`config.mk`:
```
export PLATFORM = sky130hd
export DESIGN_NAME = pc_sequencer
export DESIGN_NICKNAME = d
export VERILOG_FILES = /design/src/rtl/pc_sequencer.sv
export SDC_FILE = /design/constraint.sdc
export NUM_CORES = 1
export LEC_CHECK = 0
export BUFFER_PORTS_ARGS = -buffer_cell sky130_fd_sc_hd__buf_2
export CAP_MARGIN = 40
export CORE_AREA = 8 8 54 56
export CTS_CLUSTER_DIAMETER = 80
export CTS_CLUSTER_SIZE = 20
export DETAILED_ROUTE_END_ITERATION = 7
export DIE_AREA = 0 0 62 64
export GPL_TIMING_DRIVEN = 0
export PLACE_DENSITY_LB_ADDON = 0.25
export SLEW_MARGIN = 15
export SYNTH_ARGS = -nofsm -noshare
export SYNTH_HDL_FRONTEND = slang
export SYNTH_SLANG_ARGS = --single-unit
```
`constraint.sdc`:
```
create_clock -name clk -period 2.05 [get_ports clk]
set_clock_uncertainty 0.2 [all_clocks]
set_input_delay 0.41 -clock clk [delete_from_list [all_inputs] [get_ports clk]]
set_output_delay 0.41 -clock clk [all_outputs]
set_load 0.02 [all_outputs]
```
`src/rtl/pc_sequencer.sv`:
```
// pc_sequencer: fetch/decode/execute control FSM for the 4-bit CPU; optional SINGLE_STEP_EN adds a step port and STEPWAIT parking
module pc_sequencer #(
  parameter int PC_W = 4,
  parameter int OPC_W = 4,
  parameter logic [PC_W-1:0] RESET_VEC = '0
) (
  input  logic                  clk,
  input  logic                  rst,
  input  logic                  run,
`ifdef SINGLE_STEP_EN
  input  logic                  step,
`endif
  input  logic [OPC_W+PC_W-1:0] instr,
  input  logic                  zero_flag,
  input  logic [PC_W-1:0]       pc_curr,
  output logic                  pc_set,
  output logic [PC_W-1:0]       pc_init,
  output logic                  pc_inc,
  output logic                  a_load,
  output logic                  alu_add,
  output logic [PC_W-1:0]       imm,
  output logic                  halted,
  output logic [2:0]            state
);
  typedef enum logic [2:0] {
    IDLE = 3'd0, LOADVEC = 3'd1, FETCH = 3'd2, DECODE = 3'd3,
    EXEC = 3'd4, HALT = 3'd5, STEPWAIT = 3'd6
  } state_t;
  localparam logic [OPC_W-1:0] LDI = OPC_W'(1);
  localparam logic [OPC_W-1:0] ADD = OPC_W'(2);
  localparam logic [OPC_W-1:0] JMP = OPC_W'(3);
  localparam logic [OPC_W-1:0] JZ  = OPC_W'(4);
  localparam logic [OPC_W-1:0] HLT = OPC_W'(5);
  state_t st;
  logic [OPC_W+PC_W-1:0] ir;
  logic jz_taken;
  logic [OPC_W-1:0] op;
  logic [PC_W-1:0] operand;
  logic unused_pc;
  assign op = ir[OPC_W+PC_W-1:PC_W];
  assign operand = ir[PC_W-1:0];
  assign unused_pc = ^pc_curr;
  always_ff @(posedge clk) begin
    if (rst) begin
      st <= IDLE;
      ir <= '0;
      jz_taken <= 1'b0;
    end else begin
      case (st)
        IDLE:     st <= run ? LOADVEC : IDLE;
        LOADVEC:  st <= FETCH;
        FETCH: begin
          ir <= instr;
          st <= DECODE;
        end
        DECODE: begin
          jz_taken <= (op == JZ) && zero_flag;
          st <= EXEC;
        end
`ifdef SINGLE_STEP_EN
        EXEC:     st <= (op == HLT) ? HALT : STEPWAIT;
        STEPWAIT: st <= !run ? IDLE : step ? FETCH : STEPWAIT;
`else
        EXEC:     st <= (op == HLT) ? HALT : run ? FETCH : IDLE;
`endif
        HALT:     st <= HALT;
        default:  st <= IDLE;
      endcase
    end
  end
  // JZ redirect in DECODE looks at the live flag; EXEC uses the latched jz_taken
  always_comb begin
    pc_set  = (st == LOADVEC) || ((st == EXEC) && ((op == JMP) || ((op == JZ) && jz_taken)));
    pc_init = (st == LOADVEC) ? RESET_VEC : operand;
    pc_inc  = (st == DECODE) && !((op == JMP) || (op == HLT) || ((op == JZ) && zero_flag));
    a_load  = (st == EXEC) && ((op == LDI) || (op == ADD));
    alu_add = (st == EXEC) && (op == ADD);
    imm     = operand;
    halted  = (st == HALT);
    state   = st;
  end
endmodule

```
* Word level (Yosys, flattened, before mapping)
Cells that the tools add are included.
** Storage, ports and cells
- Output and inout bits :: 16
- Word-level logic and storage cells :: 31
- Flip-flop bits (word level) :: 12
- Input bits :: 16
** Cells by class
- Muxes and demuxes :: 5
- Equal/unequal tests :: 10
- Reductions and logical operators :: 13
** Operators with widths (number)
- 3-bit case mux with 6 select lines :: 1
- 4-bit by 2-bit == test with 1-bit output (second input constant) :: 2
- 4-bit by 3-bit == test with 1-bit output (second input constant) :: 2
- 3-bit by 2-bit == test with 1-bit output (second input constant) :: 2
- 3-bit == test (second input constant) :: 2
- 1-bit logical AND :: 6
- 1-bit logical OR :: 5
- 4-bit by 1-bit == test with 1-bit output (second input constant) :: 1
- 4-bit 2-to-1 mux :: 1
- 3-bit by 1-bit == test with 1-bit output (second input constant) :: 1
- 3-bit zero test :: 1
- 3-bit 2-to-1 mux :: 1
- 2-bit 2-to-1 mux :: 1
- 1-bit zero test :: 1
- 1-bit 2-to-1 mux :: 1

* Depth between registers and ports, before layout
- Depth in word-level cells :: 5
- Gate-level depth with buffers :: 5
- Gate-level depth less buffers :: 3

* Worst setup path after synthesis
Ideal clock, no wire load.
- Path kind :: register to output
- Start point :: register ir[4]
- End point :: output pc_set
- Arrival time :: 1.571 ns
- Path buffers :: 1
- Required time :: 1.440 ns
- Path slack :: -0.131 ns
- Cell stages (with the launch flop) :: 5
- Path through :: dfxtp_1 -> clkbuf_1 -> nor4bb_1 -> a31oi_1 -> o41ai_1
** Between the ends
- Word-level cells in the longest chain between the ends :: 5
- Elaborated cells on any way between the ends :: 6
- Classes of those cells :: 2 x eq/ne; 4 x reduce/logical
** Ends and longest elaborated chain
- from (decl) :: line 35 : logic [OPC_W+PC_W-1:0] ir;
- from (signal assigned) :: line 53 : ir <= instr;
- 4-bit by 3-bit == test with 1-bit output :: line 73 : pc_set = (st == LOADVEC) || ((st == EXEC) && ((op == JMP) || ((op == JZ) && jz_taken)));
- 1-bit logical AND :: line 73
- 1-bit logical OR (*) :: line 73
- 1-bit logical AND (*) :: line 73
- 1-bit logical OR (*) :: line 73
- to (decl) :: line 16 : output logic pc_set,
Mark *: on every way between the ends. The rest lies on a longest branch, timed or not.

* Worst setup path in the final report
- Start point :: register st[1] (netlist: state[1])
- End point :: output alu_add
** Between the ends
- Word-level cells in the longest chain between the ends :: 2
** Ends and longest elaborated chain
- from (decl) :: line 34 : state_t st;
- from (signal assigned) :: line 50 : IDLE: st <= run ? LOADVEC : IDLE;
- from (signal assigned) :: line 64 : EXEC: st <= (op == HLT) ? HALT : run ? FETCH : IDLE;
- 3-bit == test :: line 77 : alu_add = (st == EXEC) && (op == ADD);
- 1-bit logical AND :: line 77
- to (decl) :: line 20 : output logic alu_add,
Every way passes these cells.

==> metrics.md <==
| Metric | Value |
|---|---|
| Outcome | finished with violations |
| Failing checks | negative setup slack |
| Initial antenna violation count | 0 |
| Area delta synth->final | 42.20% |
| Post-synth EDFFs | 0 |
| Worst hold-check path type | input pin to flop |
| Post-Syn Nets | 92 |
| Fillers | between 200 and 250 |
| Worst hold endpoint | state[0] |
| Antenna-violating nets left | 0 |
| List of most frequent post-synthesis cells | dfxtp_1, nor2_1, mux2i_1 |
| Worst hold margin | about 0.13 ns |
| Net Sw Power | between 0.15 and 0.2 mW |
| CP Data Arrival Time | around 1.5 ns |
| Top-area cell type share of the netlist area | between 30% and 40% |
| Largest net degree at the start of global routing | 11 |
| Htree depth | 1 |
| PD cells | around 620 nW/um^2 |
| Post-DP Area | between 800 and 900 um^2 |
| Num rows | 17 |
| Syn avg cell area | approximately 9.0 um^2 |
| Internal reg-to-reg setup slack | about 0.46 ns |
| Post-synthesis sequential area ratio | a little over a third |
| Gr usage total | around 9% |
| Fmax | about 0.47 GHz |
| Min-Delay Path Depth | 2 |
| Ant. Diodes | 0 |
| Worst slew margin | between 70% and 80% |
| Cts bufs inserted | 3 |
| Vias in the first global route | around 630 |
| Final hold violations | 0 |
| Crit end category | output pin |
| Tightest Pin Transition | around 0.44 ns |
| Final WS setup | -0.09070 ns |
| Register area | about 260 um^2 |
| Full die area | slightly below 4000 um^2 |
| Hold path start | rst |
| Layout cells sized above 1 | 51.82% |
| GR Overflow Total | 0 |
| Clk slew on worst S/H paths | approximately 0.070 ns |
| Part of the cycle the worst path needs | 104.4% |
| DR DRC count | 0 |
| Wire per inst | ~13 um |
| Crit path kind | flop to output pin |
| Leakage | around 0.46 nW |
| Flops & latches, synth | 12 |
| CTS tree | done |
| Combinational group share of total power | around 32% |
| RSZ-0062 raised after global routing | yes |
| Hpwl dp | 1.223 mm |
| Worst Path Required | approximately 1.4 ns |
| Crit path max fanout | 6 |
| R2R depth | 6 |
| Final wirelength | between 1.5 and 2 mm |
| Mapped Area | between 600 and 700 um^2 |
| Worst VDD drop | approximately 380 uV |
| Die extent in x | 62 um |
| Cell taking the most area after synthesis | dfxtp_1 |
| DRT Pass-1 Iters | 4 |
| Multi-input logic area | roughly 390 um^2 |
| I/O Pins | 32 |
| Total power draw | 0.6015 mW |
| Via count | 634 |
| Synth unique cells | 26 |
| Internal power | about 0.42 mW |
| Crit path time final | ~2.1 ns |
| Clock power share | about 23% |
| Nets@finish | about 130 |
| Mapped Cells | between 70 and 80 |
| First-pass GRT wire length | 2.718 mm |
| Synth warnings | 0 |
| Cell with the most instances after synthesis | dfxtp_1 |
| DR iter-0 viols | 10 |
| Seq pwr share | 45.2% |
| Hold buffer count at cts | 0 |
| Sw frac | 30.57% |
| Starting Density | between 30% and 40% |
| Core footprint | 2106 um^2 |
| Count of final max-slew check failures | 0 |
| Post-synth ARST share | 0% |
| Root Buffer | clkbuf_4 |
| Port-buffer cells | 27 |
| Synth area leaders | dfxtp_1, mux2i_1, nor2_1, buf_4, nor2b_1 |
| Max_cap viols | 0 |
| Reg-to-reg endpoint | ir[5] |
| Main synth FF type | dfxtp_1 |
| Die H | between 60 and 70 um |
| RR Startpoint | state[1] |
| Clock sinks | 12 |
| Clock Path Buffers | 2 |
| Final Cell Area | 969.7 um^2 |
| Worst-Skew Late Latency | ~0.26 ns |
| Worst setup SP type | flop |
| Vias per inst | approximately 4.6 |
| RePlAce Congestion | ~0.8 |
| Setup-failing EPs final | 3 |
==> worst max-delay path by stage <==
stage	slack (ns)	start	end	cells after the start
6_report	-0.09	state[1]	alu_add	4
3_3_place_gp	0.03	state[0]	alu_add	5
5_1_grt	-0.14	state[1]	alu_add	4
2_1_floorplan	-0.02	state[0]	a_load	4
4_1_cts	-0.15	state[0]	alu_add	4
3_5_place_dp	-0.02	state[0]	pc_set	5
==> cell families after synthesis <==
group	after synthesis	share of synthesized area (%)
AND/OR/NAND/NOR	29	28.44
buffers and inverters	14	11.93
flip-flops	12	35.23
AO/OA/AOI/OAI	10	8.808
multiplexers	8	11.74
XOR/XNOR	3	3.854
==> cells in the final DEF (no fill, tap or decap), types with 2 or more instances in the layout <==
cell type / Yosys / routed
a21oi_1: 4 / 4
buf_2: 2 / 25
buf_4: 5 / 13
buf_6: 1 / 2
clkbuf_4: 0 / 3
dfxtp_1: 12 / 6
dfxtp_2: 0 / 3
dfxtp_4: 0 / 3
inv_1: 4 / 4
mux2i_1: 8 / 8
nor2_1: 11 / 11
nor2b_1: 5 / 5
o21ai_0: 3 / 3
xnor2_1: 3 / 3
==> sequential cells by signal, indices dropped and copies added, names as in the netlist <==
signal	count
ir	8
jz_taken	1
state	3
==> layer usage <==
layer  GRT usage [%]  vias up  part of all wire (%)
met2           12.68       25                    46
li1                -      324                     -
met4           5.413        0                   2.3
met3           3.800        4                   8.6
met1           10.76      281                    43
met5               0        -                     0
==> layout make-up <==
cell class	instances	share of cell area, %
multi-input combinational	50	40.52
sequential	12	26.32
timing repair buffer	34	20.52
buffer	7	5.161
tap	28	3.613
clock buffer	3	2.323
inverter	4	1.548
==> power by group through the flow <==
| stage | registers, mW | logic (mW) | clock network (mW) |
|---|---|---|---|
| after global routing | 0.275 | 0.213 | 0.155 |
| after floorplan | 0.274 | 0.129 | 0 |
| after detailed placement | 0.270 | 0.182 | 0 |
| after CTS | 0.268 | 0.183 | 0.146 |
| final | 0.272 | 0.194 | 0.135 |
| after global placement | 0.268 | 0.180 | 0 |
==> per-stage QoR <==
| step | TNS, ns | instances | setup slack, ns | utilization, % |
|---|---|---|---|---|
| 6_report | -0.1769 | 138 | -0.09070 | 46.05 |
| 3_3_place_gp | 0 | 131 | 0.03273 | 41.12 |
| 4_1_cts | -0.3386 | 134 | -0.1549 | 43.73 |
| 5_1_grt | -0.4483 | 138 | -0.1383 | 46.05 |
| 2_1_floorplan | -0.01664 | 76 | -0.01664 | - |
| 3_5_place_dp | -0.01875 | 131 | -0.01875 | 41.12 |
==> timing repair <==
action,CTS,global route
gates cloned,0,0
resized for setup,11,6
endpoints found under the hold margin,0,0
endpoints found under the setup margin,7,7
buffers inserted,2,5
pin swaps,3,3
==> worst max-delay path: stages (launching register included) <==
cell and delay [ns]:
dfxtp_2 0.32, buf_6 0.12, or4_4 0.50, nor3b_4 0.19, buf_6 0.14
(Power assumes the default switching activity.)
